==> src/rtl/cache_pkg.sv <==
// Shared definitions for the data-cache controller: FSM state encoding
// and the default block-offset width.
package cache_pkg;

  localparam int DEF_OFFSET_W = 2;

  typedef enum logic [2:0] {
    IDLE = 3'd0,
    WB   = 3'd1,
    FILL = 3'd2,
    WT   = 3'd3,
    DONE = 3'd4
  } state_t;

endpackage

==> src/rtl/cache_beat_cnt.sv <==
// Word-beat counter for block bursts. Counts 0 .. 2**W-1 on en and wraps
// back to 0 after the last beat. With W=0 (one-word blocks) the count is a
// constant 0 and every beat is the last one; the bus stays 1 bit wide so
// the port never becomes zero-width.
module cache_beat_cnt #(
  parameter  int W  = 2,
  localparam int CW = (W > 0) ? W : 1
) (
  input  logic          CLK,
  input  logic          Reset,
  input  logic          en,
  input  logic          clr,
  output logic [CW-1:0] cnt,
  output logic          last
);

  if (W == 0) begin : g_one
    assign cnt  = '0;
    assign last = 1'b1;
  end else begin : g_cnt
    logic [W-1:0] q;

    // Beat register: reset/clear win over counting; wraps naturally at all-ones
    always_ff @(posedge CLK) begin
      if (Reset || clr) q <= '0;
      else if (en)      q <= q + 1'b1;
    end

    assign cnt  = q;
    assign last = (q == {W{1'b1}});
  end

endmodule

==> src/rtl/cache_ctrl_param.sv <==
// Write-back data-cache controller. Handles hit stores in place, and on a
// miss sequences an optional dirty-line write-back followed by a line
// refill, one word per MReady beat. With WRITE_ALLOC=0 a store miss becomes
// a single-word memory write and the cache is left untouched.
module cache_ctrl_param
  import cache_pkg::*;
#(
  parameter  int OFFSET_W    = DEF_OFFSET_W,
  parameter  bit WRITE_ALLOC = 1'b1,
  localparam int OW          = (OFFSET_W > 0) ? OFFSET_W : 1
) (
  input  logic          CLK,
  input  logic          Reset,
  input  logic          Req,
  input  logic          CWE,
  input  logic [OW-1:0] Offset,
  input  logic          Suspense,
  input  logic          Hit,
  input  logic          Dirty,
  input  logic          MReady,
  output logic          WE,
  output logic          SetValid,
  output logic          SetDirty,
  output logic          MWE,
  output logic          MRE,
  output logic [OW-1:0] BlockOffset,
  output logic          Stall,
  output logic          Init,
  output logic          OffsetSW
);

  state_t        state, nxt;
  logic [OW-1:0] cnt;
  logic          last;
  logic          burst;

  // Only block bursts advance the beat counter; a write-through is one word
  assign burst = (state == WB) || (state == FILL);

  cache_beat_cnt #(.W(OFFSET_W)) u_cnt (
    .CLK   (CLK),
    .Reset (Reset),
    .en    (burst && MReady),
    .clr   (state == IDLE),
    .cnt   (cnt),
    .last  (last)
  );

  // State register; Reset aborts any burst in progress
  always_ff @(posedge CLK) begin
    if (Reset) state <= IDLE;
    else       state <= nxt;
  end

  // Next-state logic
  always_comb begin
    nxt = state;
    case (state)
      IDLE: begin
        if (Req) begin
          if (Hit)                       nxt = Suspense ? DONE : IDLE;
          else if (CWE && !WRITE_ALLOC)  nxt = WT;
          else                           nxt = Dirty ? WB : FILL;
        end
      end
      WB:      if (MReady && last) nxt = FILL;
      FILL:    if (MReady && last) nxt = DONE;
      WT:      if (MReady)         nxt = DONE;
      DONE:    if (!Suspense)      nxt = IDLE;
      default: nxt = IDLE;
    endcase
  end

  // Output decode; arrays follow BlockOffset during bursts, CPU Offset otherwise
  always_comb begin
    WE          = 1'b0;
    SetValid    = 1'b0;
    SetDirty    = 1'b0;
    MWE         = 1'b0;
    MRE         = 1'b0;
    Stall       = 1'b0;
    Init        = 1'b0;
    OffsetSW    = 1'b0;
    BlockOffset = cnt;
    case (state)
      IDLE: begin
        Init     = 1'b1;
        OffsetSW = 1'b1;
        if (Req) begin
          if (Hit) begin
            if (CWE) begin
              WE       = 1'b1;
              SetValid = 1'b1;
              SetDirty = 1'b1;
            end
          end else begin
            Stall = 1'b1;
          end
        end
      end
      WB: begin
        Stall = 1'b1;
        MWE   = 1'b1;
      end
      FILL: begin
        Stall = 1'b1;
        MRE   = 1'b1;
        // Each returned word is written; the final one also validates the line
        if (MReady) begin
          WE       = 1'b1;
          SetValid = last;
        end
      end
      WT: begin
        Stall       = 1'b1;
        MWE         = 1'b1;
        BlockOffset = Offset;
      end
      DONE: begin
        OffsetSW = 1'b1;
        // Completes a store that was held by Suspense or waited on a refill
        if (Req && Hit && CWE && !Suspense) begin
          WE       = 1'b1;
          SetValid = 1'b1;
          SetDirty = 1'b1;
        end
      end
      default: BlockOffset = '0;
    endcase
  end

endmodule

==> config.mk <==
export PLATFORM = sky130hd
export DESIGN_NAME = cache_ctrl_param
export DESIGN_NICKNAME = d
export VERILOG_FILES = /design/src/rtl/cache_pkg.sv /design/src/rtl/cache_beat_cnt.sv /design/src/rtl/cache_ctrl_param.sv
export SDC_FILE = /design/constraint.sdc
export NUM_CORES = 1
export LEC_CHECK = 0
export CORE_AREA = 8 8 45 47
export DETAILED_ROUTE_END_ITERATION = 8
export DIE_AREA = 0 0 53 55
export PLACE_DENSITY = 0.67
export SLEW_MARGIN = 10
export SYNTH_ARGS = -nofsm -noshare
export SYNTH_HDL_FRONTEND = slang
export SYNTH_SLANG_ARGS = --single-unit
==> constraint.sdc <==
create_clock -name CLK -period 3.23 [get_ports CLK]
set_input_delay 0.323 -clock CLK [delete_from_list [all_inputs] [get_ports CLK]]
set_output_delay 0.323 -clock CLK [all_outputs]
set_load 0.1 [all_outputs]
==> Word level (Yosys, flattened, before mapping) <==
Index checks and enable logic that the tools add are counted.
{ "op_classes": {"eq_ne": 10, "muxes": 26, "n_reduce_logical": 14, "n_addsub": 1} }
{ "ops": {"columns": ["op", "n"], "rows": [
  ["3-bit 2-to-1 mux", 7],
  ["3-bit one-hot mux with 5 select lines", 1],
  ["1-bit 2-to-1 mux", 12],
  ["3-bit by 2-bit == test with 1-bit output, second input constant", 2],
  ["2-bit inequality test, second input constant", 3],
  ["1-bit one-hot mux with 3 select lines", 2],
  ["1-bit logical AND", 5],
  ["5-bit AND reduction", 1],
  ["2-bit by 1-bit inequality test with 1-bit output, second input constant", 2],
  ["1-bit one-hot mux with 2 select lines", 2],
  ["2-bit one-hot mux with 2 select lines", 1],
  ["2-bit OR reduction", 2],
  ["4-bit OR reduction", 1],
  ["3-bit by 1-bit == test with 1-bit output, second input constant", 1],
  ["3-bit == test, second input constant", 1],
  ["3-bit zero test", 1],
  ["3-bit OR reduction", 1],
  ["2-bit by 1-bit adder with 2-bit output, second input constant", 1],
  ["2-bit == test, second input constant", 1],
  ["1-bit logical OR", 2],
  ["2-bit 2-to-1 mux", 1],
  ["1-bit zero test", 1]
]} }
{ "word_totals": {"input_bits": 10, "wordCells": 53, "output_inout_bits": 10, "register_bits": 5} }

==> Longest topological paths before layout <==
Gate-level depths: netlist of the first run.
{ "logic_depth": {"depth_word": 5, "depth_mapped": 6, "ltp_nobuf": 5} }

==> By module <==
From an unflattened synthesis of the first run, not the netlist that was laid out.
{ "hier_totals": {"hier_cells": 54, "hier_area_um2": 429.2} }
{ "modules_own_cells": {"columns": ["module", "area_each_um2", "cells_each", "seq_area_each_um2", "instances"], "rows": [
  ["cache_ctrl_param", 337.8, 47, 60.1, 1],
  ["cache_beat_cnt", 91.3, 7, 40.0, 1]
]} }

==> Least setup slack after synthesis of the first run <==
Ideal clock, no wire load.
{ "synth_timing": {"path_kind": "register -> output", "from": "reg state[1]", "to": "out SetValid", "arrival_ps": 3549, "path_slack_ps": -642, "path_stages_with_launch": 5, "t_required_ps": 2907, "n_path_buf": 2, "path_cell_list": "dfxtp_1 -> buf_6 -> buf_6 -> nor3_1 -> a31o_1"} }
{ "synth_via": {"elab_chain_len": 2, "elab_cells_between_ends": 4, "classes_between": "eq/ne (2); mux (1); reduce/logical (1)"} }
{ "synth_rtl": {"columns": ["element", "line", "text"], "rows": [
  ["start: declaration", "cache_ctrl_param.sv:32", "state_t state, nxt;"],
  ["start signal: assignment", "cache_ctrl_param.sv:52", "else state <= nxt;"],
  ["3-bit == test, or another cell as far along", "cache_ctrl_param.sv:85", "case (state)"],
  ["1-bit one-hot mux with 3 select lines (*)", "cache_ctrl_param.sv:85", null],
  ["end: declaration", "cache_ctrl_param.sv:22", "output logic SetValid,"]
]} }
Every way passes the cells marked *; elsewhere a longest branch is shown, timed or not.

==> Worst setup path after layout of the first run <==
{ "layout_timing": {"from": "in MReady", "to": "out WE"} }
{ "layout_via": {"elab_chain_len": 2} }
{ "layout_rtl": {"columns": ["element", "line", "text"], "rows": [
  ["start: declaration", "cache_ctrl_param.sv:20", "input logic MReady,"],
  ["1-bit 2-to-1 mux", "cache_ctrl_param.sv:109", "if (MReady) begin"],
  ["1-bit one-hot mux with 3 select lines", "cache_ctrl_param.sv:85", null],
  ["end: declaration", "cache_ctrl_param.sv:21", "output logic WE,"]
]} }
Every way passes these cells.

==> results.sh, run 1 <==
export IMPL_ant_nets=0
export IMPL_final_period_utilization_pct=68.2
export IMPL_antenna_found_initial=0
export IMPL_synthCells=59
export IMPL_first_pass_iters=4
export IMPL_postCtsHoldBufs=0
export IMPL_seqCellArea_um2=100
export IMPL_insertion_delay_ns=0.23
export IMPL_die_w_um=53
export IMPL_clkTransAtPathRegs_ns=0.04
export IMPL_start_util_pct=34.6
export IMPL_die_y_um=55
export IMPL_max_slew_worst_pin_slew_ns=0.606
export IMPL_finalClockSkew_ns=0.00170
export IMPL_htree_levels=1
export IMPL_clkPwrFrac_pct=22.4
export IMPL_combPwrFrac_pct=51.1
export IMPL_routed_via_count=497
export IMPL_seq_power_share_pct=26.4
export IMPL_p_leak_nw=0.279
export IMPL_cts_buffer_depth=2
export IMPL_worst_slack_ns=1.03
export IMPL_reg2reg_depth=3
export IMPL_min_delay_path_class="reg -> reg"
export IMPL_drc=0
export IMPL_syn_cell_area_um2=479
export IMPL_cts_tree="done"
export IMPL_yosysSeqAreaShare_pct=20.9
export IMPL_cts_sinks=5
export IMPL_place_congestion=0.851
export IMPL_fin_nets=90
export IMPL_io_buffers=19
export IMPL_grt_pass1_wl_um=2060
export IMPL_synth_seq_cells=5
export IMPL_grt_pass1_vias=467
export IMPL_cts_buffers=3
export IMPL_ys_flop_type="dfxtp_1"
export IMPL_start_kind="primary input"
export IMPL_min_period_ns=2.20
export IMPL_syn_num_nets=70
export IMPL_grt_max_degree=17
export IMPL_cts_root_buf="clkbuf_4"
export IMPL_synth_edf_count=0
export IMPL_endpoint_kind="output pin"
export IMPL_cp_arrival_ns=1.88
export IMPL_die_area_mm2=0.00292
export IMPL_reg2reg_from="state[2]"
export IMPL_drt_vias_per_instance=5.29
export IMPL_dpl_worst_slack_ns=1.04
export IMPL_antenna_cells=0
export IMPL_rsz0062_at_grt="false"
export IMPL_tns_ns=0
export IMPL_ff2ff_setup_slack_ns=1.65
export IMPL_post_dp_hpwl_um=977
export IMPL_ioPinCount=20
export IMPL_max_cap_viol_count=0
export IMPL_async_reset_ff_share_pct=0
export IMPL_multi_input_area_um2=334
export IMPL_postCtsSetupBuffers=0
export IMPL_finalHoldViolations=0
export IMPL_wirelength_um=1320
export IMPL_yosys_warnings=0
export IMPL_dp_cells=90
export IMPL_grt_total_usage_pct=9.34
export IMPL_cp_max_fo=6
export IMPL_area_growth_pct=37.1
export IMPL_powerDensity_mw_per_mm2=464
export IMPL_drt_iter0_markers=11
export IMPL_hold_depth=2
export IMPL_slew_viol_final=0
export IMPL_power_share_switching_pct=48.7
export IMPL_intPower_mw=0.157
export IMPL_post_drt_wl_per_cell_um=14.0
export IMPL_finalSetupViolCount=0
export IMPL_syn_avg_cell_area_um2=8.12
export IMPL_total_power_mw=0.305
export IMPL_p_sw_mw=0.148
export IMPL_gr_total_overflow=0
export IMPL_ys_types=32
export IMPL_hp_start="u_cnt.cnt[1]"
export IMPL_critPathKind="in -> out"
export IMPL_core_mm2=0.00138
export IMPL_drive_above_1_share_pct=29.5
export IMPL_fin_cells=94
export IMPL_critPathRequiredTime_ns=2.91
export IMPL_min_to="u_cnt.cnt[1]"
export IMPL_outcome="completed"
export IMPL_row_count=14
export IMPL_fmaxAchievable_ghz=0.454
export IMPL_worstReg2RegEnd="state[0]"
export IMPL_n_fill_cell=149
export IMPL_cts_resized=0
export IMPL_max_slew_margin_pct=59.6
export IMPL_max_vdd_ir_drop_v=0.000191
-- through the flow --
step / instance area, um2 / hold slack, ns / util, %
after floorplan: 484 / 0.402 / -
after global routing: 657 / 0.574 / 47.5
after CTS: 657 / 0.557 / 47.5
after global placement: 631 / 0.548 / 45.6
after detailed placement: 631 / 0.545 / 45.6
final: 657 / 0.551 / 47.5
-- cell families (layout without fill, tap and decap cells) --
group | count (synthesis) | after routing | synth area share, %
muxes | 2 | 2 | 4.44
buffers and inverters | 7 | 26 | 10.4
DFF | 5 | 5 | 20.9
AOI/OAI and AO/OA | 19 | 19 | 32.4
and+or+nand+nor | 23 | 23 | 23.5
adders and majority gates | 2 | 2 | 4.96
xor gates and xnor gates | 1 | 1 | 3.40
-- synth_stat cells (2+ instances only) --
| library cell | instances | area share, % |
|---|---|---|
| nor2_1 | 7 | 5.5 |
| dfxtp_1 | 5 | 21 |
| nand2_1 | 4 | 3.1 |
| nor3_1 | 4 | 4.2 |
| a21oi_1 | 3 | 3.1 |
| buf_6 | 3 | 7.0 |
| a211oi_2 | 2 | 5.2 |
| a21o_1 | 2 | 3.1 |
| a22o_1 | 2 | 3.7 |
| a31o_1 | 2 | 3.7 |
| inv_1 | 2 | 1.6 |
| nand4_1 | 2 | 2.6 |
| o21ai_1 | 2 | 2.1 |
-- power groups by stage --
stage                     Sequential, mW  Combinational [mW]  Clock, mW
final                             0.0806               0.156     0.0684
after global routing              0.0821               0.163     0.0773
after global placement            0.0813               0.156          0
after floorplan                   0.0708               0.133          0
after CTS                         0.0802               0.156     0.0725
after detailed placement          0.0812               0.156          0
-- layout make-up --
class                   instances  area share [%]
flip-flops and latches          5            15.2
repair buffers                 19            25.1
clock buffers                   4            4.00
inverters                       3            1.71
well taps                      16            3.05
multi-input cells              47            50.9
-- per-layer routing --
layer  routed length, um  track usage (%)  vias up
li1                    -                -      259
met1                 600             11.4      224
met2                 601             13.7       12
met3                 102             2.94        2
met4                  10             6.47        0
met5                   0                0        -
-- registers in the layout, indices dropped and copies added, names as in the netlist --
name,flops
state,3
u_cnt.cnt,2
-- critical path: stages --
cell,delay (ns)
clkdlybuf4s50_1,0.60
or2b_1,0.29
mux2_2,0.27
nor2_1,0.09
buf_4,0.30
-- cells in the final DEF, fill, tap and decap left out, types with 2 or more instances in the layout --
cell type,netlist,routed
a21o_1,2,2
nor3_1,4,3
clkdlybuf4s50_1,0,9
inv_1,2,2
nor2_1,7,7
dfxtp_1,5,5
a21oi_1,3,3
a22o_1,2,2
clkbuf_4,0,3
a31o_1,2,2
buf_4,0,10
o21ai_1,2,2
nand4_1,2,2
a211oi_2,2,2
nand2_1,4,4
-- worst max-delay path by stage --
stage / to / from / slack [ns]
after floorplan: Init / state[1] / 0.24
after global placement: WE / MReady / 1.08
after detailed placement: WE / MReady / 1.04
after CTS: WE / MReady / 1.03
after global routing: WE / MReady / 0.97
final: WE / MReady / 1.03
(Power assumes the default switching activity.)
==> run 2, diff against run 1 <==
--- a/config.mk
+++ b/config.mk
@@ -5,10 +5,10 @@
 export SDC_FILE = /design/constraint.sdc
 export NUM_CORES = 1
 export LEC_CHECK = 0
-export CORE_AREA = 8 8 45 47
+export CORE_MARGIN = 8
+export CORE_UTILIZATION = 36
 export DETAILED_ROUTE_END_ITERATION = 8
-export DIE_AREA = 0 0 53 55
-export PLACE_DENSITY = 0.67
+export PLACE_DENSITY = 0.7
 export SLEW_MARGIN = 10
 export SYNTH_ARGS = -nofsm -noshare
 export SYNTH_HDL_FRONTEND = slang
==> constraint.sdc (replaced) <==
create_clock -name CLK -period 2 [get_ports CLK]
set_input_delay 0.2 -clock CLK [delete_from_list [all_inputs] [get_ports CLK]]
set_output_delay 0.2 -clock CLK [all_outputs]
set_load 0.1 [all_outputs]
==> results.sh, run 2 (same netlist as run 1, synthesis figures left out) <==
export IMPL_min_delay_path_class="reg -> reg"
export IMPL_gr_total_overflow=0
export IMPL_final_common_cell="buf_12"
export IMPL_htree_levels=1
export IMPL_ioPinCount=20
export IMPL_drc=0
export IMPL_max_slew_margin_pct=74.3
export IMPL_finalClockSkew_ns=0.00603
export IMPL_finalHoldViolations=0
export IMPL_final_period_utilization_pct=87.9
export IMPL_row_count=13
export IMPL_cts_buffer_depth=2
export IMPL_antenna_found_initial=0
export IMPL_grt_pass1_wl_um=2200
export IMPL_fmaxAchievable_ghz=0.569
export IMPL_post_drt_wl_per_cell_um=13.5
export IMPL_max_cap_viol_count=0
export IMPL_cts_buffers=3
export IMPL_start_util_pct=37.8
export IMPL_endpoint_kind="output pin"
export IMPL_grt_max_degree=17
export IMPL_wirelength_um=1280
export IMPL_regMostFlops="state"
export IMPL_powerDensity_mw_per_mm2=685
export IMPL_dp_cells=91
export IMPL_largest_reg_flops=3
export IMPL_ff2ff_setup_slack_ns=0.48
export IMPL_min_period_ns=1.76
export IMPL_seqCellArea_um2=103
export IMPL_start_kind="flop"
export IMPL_max_slew_worst_pin_slew_ns=0.385
export IMPL_cts_root_buf="clkbuf_4"
export IMPL_routed_via_count=521
export IMPL_die_y_um=52.5
export IMPL_post_dp_hpwl_um=1040
export IMPL_finalSetupViolCount=0
export IMPL_area_growth_pct=70.2
export IMPL_place_congestion=0.723
export IMPL_drt_vias_per_instance=5.48
export IMPL_critPathRequiredTime_ns=1.80
export IMPL_final_cell_mix="buf_12, clkdlybuf4s50_1, nor2_1, nand2_1"
export IMPL_p_leak_nw=0.324
export IMPL_max_vdd_ir_drop_v=0.000482
export IMPL_first_pass_iters=4
export IMPL_core_mm2=0.00127
export IMPL_cp_arrival_ns=1.56
export IMPL_postCtsHoldBufs=0
export IMPL_die_area_mm2=0.00275
export IMPL_io_buffers=19
export IMPL_n_fill_cell=120
export IMPL_rsz0062_at_grt="false"
export IMPL_fin_nets=92
export IMPL_drive_above_1_share_pct=38.8
export IMPL_critPathKind="reg -> out"
export IMPL_grt_total_usage_pct=10.5
export IMPL_hold_depth=2
export IMPL_antenna_cells=0
export IMPL_tns_ns=0
export IMPL_cts_sinks=5
export IMPL_grt_pass1_vias=517
export IMPL_die_w_um=52.5
export IMPL_fin_cells=95
export IMPL_reg2reg_depth=5
export IMPL_ant_nets=0
export IMPL_cp_max_fo=16
export IMPL_postCtsSetupBuffers=0
export IMPL_outcome="completed"
export IMPL_clkTransAtPathRegs_ns=0.05
export IMPL_slew_viol_final=0
export IMPL_insertion_delay_ns=0.24
export IMPL_drt_iter0_markers=14
export IMPL_cts_tree="done"
export IMPL_multi_input_area_um2=352
run 2: changes by cell type in the layout (fill, tap and decap cells not counted), sizes merged:
cell,delta
buf,+2
run 2: report_power, final:
group          switching, mW  internal [mW]
sequential            0.0229          0.107
combinational          0.193          0.121
clock                 0.0391         0.0753
total                  0.255          0.303
run 2: layout make-up:
class / instances / share of cell area [%]
clock buffers: 4 / 3.22
inverters: 3 / 1.38
multi-input cells: 47 / 43.1
flip-flops and latches: 5 / 12.6
well taps: 15 / 2.30
repair buffers: 21 / 37.4
run 2: timing repair:
| action | 4_1_cts | 5_1_grt |
|---|---|---|
| gates resized for setup | 0 | 2 |
| endpoints found under the setup margin | 0 | 4 |
| hold endpoints to repair | 0 | 0 |
run 2: path summary, 6_finish.rpt:
check | startpoint | end
hold / removal | u_cnt.cnt[1] | u_cnt.cnt[1]
setup / recovery | state[2] | WE
setup reg to reg | state[0] | state[0]
hold reg to reg | u_cnt.cnt[1] | u_cnt.cnt[1]
run 2: per-stage QoR:
step                      total power, mW  area, um2  hold slack, ns  worst slack [ns]  util [%]
after floorplan                     0.336        502           0.279            -0.241         -
after global placement              0.446        787           0.552             0.273      62.0
after CTS                           0.566        813           0.557            0.0226      64.1
after detailed placement            0.448        787           0.545             0.260      62.0
after global routing                0.591        816           0.600             0.141      64.3
final                               0.558        816           0.548             0.242      64.3
run 2: per-layer routing:
metal  GRT usage, %  vias to the layer above  routed length [um]
met5              0                        -                   0
met4           3.88                        0                   7
met3           4.83                        2                  81
met2           16.6                       12                 622
met1           12.1                      242                 567
li1               -                      265                   -
run 2: worst max-delay path, cell delays in order (launching register included):
cell and delay, ns:
dfxtp_2 0.41, nand2_1 0.12, nand4_1 0.17, mux2_2 0.31
nor2_2 0.13, buf_12 0.19
